<file path="config.mk">
export PLATFORM = sky130hd
export DESIGN_NAME = pu_seq
export DESIGN_NICKNAME = d
export VERILOG_FILES = /design/src/rtl/pu_seq_pkg.sv /design/src/rtl/pu_pc.sv /design/src/rtl/pu_seq.sv
export SDC_FILE = /design/constraint.sdc
export NUM_CORES = 1
export LEC_CHECK = 0
export ABC_AREA = 1
export CORE_MARGIN = 1
export CORE_UTILIZATION = 44
export CTS_BUF_LIST = sky130_fd_sc_hd__clkbuf_4 sky130_fd_sc_hd__clkbuf_8 sky130_fd_sc_hd__clkbuf_16
export DETAILED_ROUTE_END_ITERATION = 8
export PLACE_DENSITY = 0.75
export SLEW_MARGIN = 20
export SYNTH_ARGS = -nofsm -noshare
export SYNTH_HDL_FRONTEND = slang
export SYNTH_SLANG_ARGS = --single-unit
</file>
<file path="constraint.sdc">
create_clock -name clk -period 4.1 [get_ports clk]
set_input_delay 1.23 -clock clk [delete_from_list [all_inputs] [get_ports clk]]
set_output_delay 1.23 -clock clk [all_outputs]
set_load 0.005 [all_outputs]
</file>
<file path="src/rtl/pu_seq_pkg.sv">
// Shared types and constants for the pu instruction sequencer.
// Latency: none (declarations only).
// Backpressure: not applicable.
package pu_seq_pkg;

    localparam int CMDS   = 16;
    localparam int DEF_AW = 8;

    typedef enum logic [1:0] {
        SEQ_IDLE  = 2'd0,
        SEQ_FETCH = 2'd1,
        SEQ_EXEC  = 2'd2,
        SEQ_HALT  = 2'd3
    } seq_state_t;

    function automatic logic [CMDS-1:0] icnt_sat_inc(input logic [CMDS-1:0] v);
        return (v == '1) ? v : v + CMDS'(1);
    endfunction

endpackage

</file>
<file path="src/rtl/pu_pc.sv">
// Program counter: synchronous load to RST_PC, increment-enable, natural wrap at 2^AW.
// Latency: new value visible the cycle after load/inc is sampled.
// Backpressure: none; load has priority over inc.
module pu_pc #(
    parameter int            AW     = 8,
    parameter logic [AW-1:0] RST_PC = '0
) (
    input  logic          clk,
    input  logic          load,
    input  logic          inc,
    output logic [AW-1:0] pc
);

    always_ff @(posedge clk) begin
        if (load) begin
            pc <= RST_PC;
        end else if (inc) begin
            pc <= pc + AW'(1);
        end
    end

endmodule

</file>
<file path="src/rtl/pu_seq.sv">
// Instruction sequencer: fetch over req/ack, one-cycle execute strobe, HALT, retired counter.
// Latency: 2 cycles per instruction minimum, plus one FETCH cycle per cycle of ack latency.
// Backpressure: imem_req/imem_addr held until imem_ack; optional single-step under PU_STEP_EN.
module pu_seq
    import pu_seq_pkg::*;
#(
    parameter int            AW     = DEF_AW,
    parameter logic [AW-1:0] RST_PC = '0
) (
    input  logic            clk,
    input  logic            rst,
    input  logic            start,
    input  logic            stop,
`ifdef PU_STEP_EN
    input  logic            step,
`endif
    output logic            imem_req,
    output logic [AW-1:0]   imem_addr,
    input  logic            imem_ack,
    input  logic [CMDS-1:0] imem_rdata,
    output logic [CMDS-1:0] ir,
    input  logic            h,
    output logic            exec,
    output logic [AW-1:0]   pc,
    output logic            busy,
    output logic            halted,
    output logic [CMDS-1:0] icnt
);

    seq_state_t state;
    logic       stop_pend;
    logic       run;
    logic       pc_inc;

`ifdef PU_STEP_EN
    logic run_q;
    assign run = run_q;
`else
    assign run = 1'b1;
`endif

    // A halting instruction keeps pc pointing at itself.
    assign pc_inc    = (state == SEQ_EXEC) && !h;
    assign imem_addr = pc;

    pu_pc #(
        .AW     (AW),
        .RST_PC (RST_PC)
    ) u_pc (
        .clk  (clk),
        .load (rst),
        .inc  (pc_inc),
        .pc   (pc)
    );

    always_ff @(posedge clk) begin
        if (rst) begin
            state     <= SEQ_IDLE;
            ir        <= '0;
            icnt      <= '0;
            imem_req  <= 1'b0;
            exec      <= 1'b0;
            busy      <= 1'b0;
            halted    <= 1'b0;
            stop_pend <= 1'b0;
`ifdef PU_STEP_EN
            run_q     <= 1'b0;
`endif
        end else begin
            exec <= 1'b0;
            case (state)
                SEQ_IDLE: begin
                    if (start && !stop) begin
                        state    <= SEQ_FETCH;
                        imem_req <= 1'b1;
                        busy     <= 1'b1;
`ifdef PU_STEP_EN
                        run_q    <= 1'b1;
                    end else if (step) begin
                        state    <= SEQ_FETCH;
                        imem_req <= 1'b1;
                        busy     <= 1'b1;
                        run_q    <= 1'b0;
`endif
                    end
                end
                SEQ_FETCH: begin
                    // A stop here must not abandon the outstanding fetch.
                    if (stop) begin
                        stop_pend <= 1'b1;
                    end
                    if (imem_ack) begin
                        ir       <= imem_rdata;
                        state    <= SEQ_EXEC;
                        imem_req <= 1'b0;
                        exec     <= 1'b1;
                    end
                end
                SEQ_EXEC: begin
                    icnt      <= icnt_sat_inc(icnt);
                    stop_pend <= 1'b0;
                    if (h) begin
                        state  <= SEQ_HALT;
                        halted <= 1'b1;
                        busy   <= 1'b0;
                    end else if (stop || stop_pend || !run) begin
                        state <= SEQ_IDLE;
                        busy  <= 1'b0;
                    end else begin
                        state    <= SEQ_FETCH;
                        imem_req <= 1'b1;
                    end
                end
                SEQ_HALT: begin
                    state <= SEQ_HALT;
                end
                default: begin
                    state <= SEQ_IDLE;
                end
            endcase
        end
    end

endmodule

</file>
==> results.txt <==
post-CTS setup buffer count - 0
Logic pwr share - 0.099
cts repair resizes - 0
GRT met3 Usage - 0.05827
Post-synth ARST share - 0
Clock Power Share - 0.338
worst setup margin - 1.530 ns
Initial Utilization - 0.4710
met1 Track Usage GR - 0.2613
CP arrival - 1.34 ns
Fill cells - 462
status - completed
Netlist Area Pre-Place - 0.002298 mm^2
final hold violation count - 0
DR vias - 2,181
crit path buf inv count - 1
top_reg_cell synth - dfxtp_1
Rows - 25
I/O Pins - 74
vias in the first global route - 1,892
Net Count, Synth - 348
Synth top cells by count - nand2_1, dfxtp_1, nor2_1, a21oi_1, inv_1
EDFF count, synth - 0
GP Congestion - 0.7690
RSZ-0062 raised after global routing - no
Power Total - 839.7 uW
CTS tree - yes
Max Slew Vio Count - 0
port buffer count - 73
Worst Hold Margin - 0.4642 ns
Critical-path top delay cell - clkdlybuf4s50_1
sequential fraction of design power - 0.564
crit-path cells - clkdlybuf4s50_1
setup violators final - 0
Total Routing Usage GR - 0.1925
post-synth cell types - 27
P_int - 644.4 uW
CTS Hold Bufs - 0
Max VDD drop - 173.4 uV
Hold Path Class - reg2reg
Mean Syn Cell Area - 7.094 um^2
Core Area - 0.004880 mm^2
clk_skew - 0.01047 ns
clock slew at reported path FFs - 0.08 ns
f_max - 389.1 MHz
clk_lat worst skew - 0.30 ns
die area - 0.005517 mm^2
Sw Share - 0.2326
vias per inst - 4.762
first-pass GRT wire length - 8314 um
largest net degree at the start of global routing - 20
CP Capture Type - output pin
cell family with most CP delay - buffers and inverters
HPWL Detailed - 3664 um
wire length per cell - 10.88 um
Switch Pwr - 195.3 uW
crit start category - register
DIE HEIGHT - 74.28 um
layout cells sized above 1 - 0.09974
Fin Setup TNS - 0 ns
Slew @ Worst Pin - 0.3131 ns
register area share after synthesis - 0.4094
met2 capacity usage during global routing - 0.2970
relative slew slack - 0.7910
Synth area leader - dfxtp_1
GR Overflow Total - 0
Longest Clk Path Bufs - 2
Root Driver - clkbuf_8
Top Usage Layer GRT - met2
antenna-violating nets left - 0
Synth area leaders - dfxtp_1, nand2_1, nor2_1
detailed-route DRC error count - 0
width of the chip - 74.28 um
antenna violations before repair - 0
Yosys warning total - 0
Post-Syn Instances - 324
Nets - 415
Antenna diodes - 0
Setup CP Type - reg2out
LEAKAGE - 1.197 nW
Max Cap Viol - 0
Synth top area share - 0.4094
total wire length - 4984 um
Pre-antenna DRT Iters - 5
drt initial violations - 161
Synth-to-Final Area Change - 35.49%
most common cell in the netlist - nand2_1
H-tree levels - 2
Synth Register Bits - 47
Power Density - 269.6 mW/mm^2
crit-path max cell delay - 0.56 ns
period utilisation layout - 0.6269
Num CTS Buffers - 5
required time of the worst setup path - 2.87 ns
clock sinks - 47
dpl ws - 1.534 ns
CP max FO - 8
Tmin final - 2.570 ns
power by group through the flow:
stage	sequential [mW]	clock [mW]	combinational, mW
2_1_floorplan	0.484	0	0.0368
3_3_place_gp	0.484	0	0.0819
3_5_place_dp	0.484	0	0.0834
4_1_cts	0.473	0.289	0.0838
5_1_grt	0.475	0.311	0.0915
6_report	0.473	0.284	0.0827
final cells by class:
cell class / instances / area, um^2 / share of cell area
Sequential cell: 47 / 940.9 / 0.3021
Clock buffer: 6 / 82.58 / 0.02652
Clock inverter: 1 / 5.005 / 0.001607
Multi-Input combinational cell: 236 / 1159 / 0.3720
Tap cell: 67 / 83.83 / 0.02692
Inverter: 26 / 97.59 / 0.03134
Timing Repair Buffer: 75 / 745.7 / 0.2395
worst paths after layout:
| check | slack, ns | endpoint | from | cells after the start |
|---|---|---|---|---|
| worst max-delay path | 1.53 | imem_addr[4] | u_pc.pc[4] | 1 |
| worst max register to register | 2.51 | icnt[1] | icnt[0] | 8 |
| worst min-delay path | 0.46 | ir[6] | ir[6] | 2 |
| worst min register to register | 0.46 | ir[6] | ir[6] | 2 |
per-stage QoR:
stage,cell area [um^2],instances,util
finish,3114,458,0.6382
global route,3114,458,0.6382
CTS,3114,458,0.6382
detailed placement,3027,451,0.6203
global placement,3027,451,0.6203
floorplan,2298,324,-
worst register-to-register path, cell delays in order, from the launching register on:
cell and delay [ns]:
dfxtp_1 0.41, ha_1 0.21, inv_1 0.07, nor2_2 0.20, nand2_1 0.12, nor2_2 0.22, nor2_1 0.12, nor2_1 0.11
nor2_1 0.05
cells by family (layout without fill, tap and decap cells):
kind of cell    Yosys count  count (layout)  synth area share
buf+inv                  41             108           0.08655
compound gates           41              41           0.09363
simple gates            193             193            0.3996
flops                    47              47            0.4094
fa+ha+maj                 2               2           0.01089
registers in the layout, summed over array words and instances, names as in the netlist:
signal / count
halted: 1
icnt: 16
stop_pend: 1
exec: 1
u_pc.pc: 8
state: 2
ir: 16
imem_req: 1
busy: 1
cell usage in the layout, fill, tap and decap left out, drive strengths merged:
cell	n
ha	2
o21a	2
nand2	101
inv	25
nor2	63
buf	2
o21ai	7
clkdlybuf4s50	73
a21oi	31
nand4	3
a31oi	1
nand3	22
clkinv	2
nor3	4
clkbuf	6
dfxtp	47
metal layers:
metal,part of all wire,wire [um]
met1,0.46,2317
met5,0,0
met2,0.46,2311
met4,0.0038,19
met3,0.067,336
Note: power is estimated with default switching activity, not from simulation.
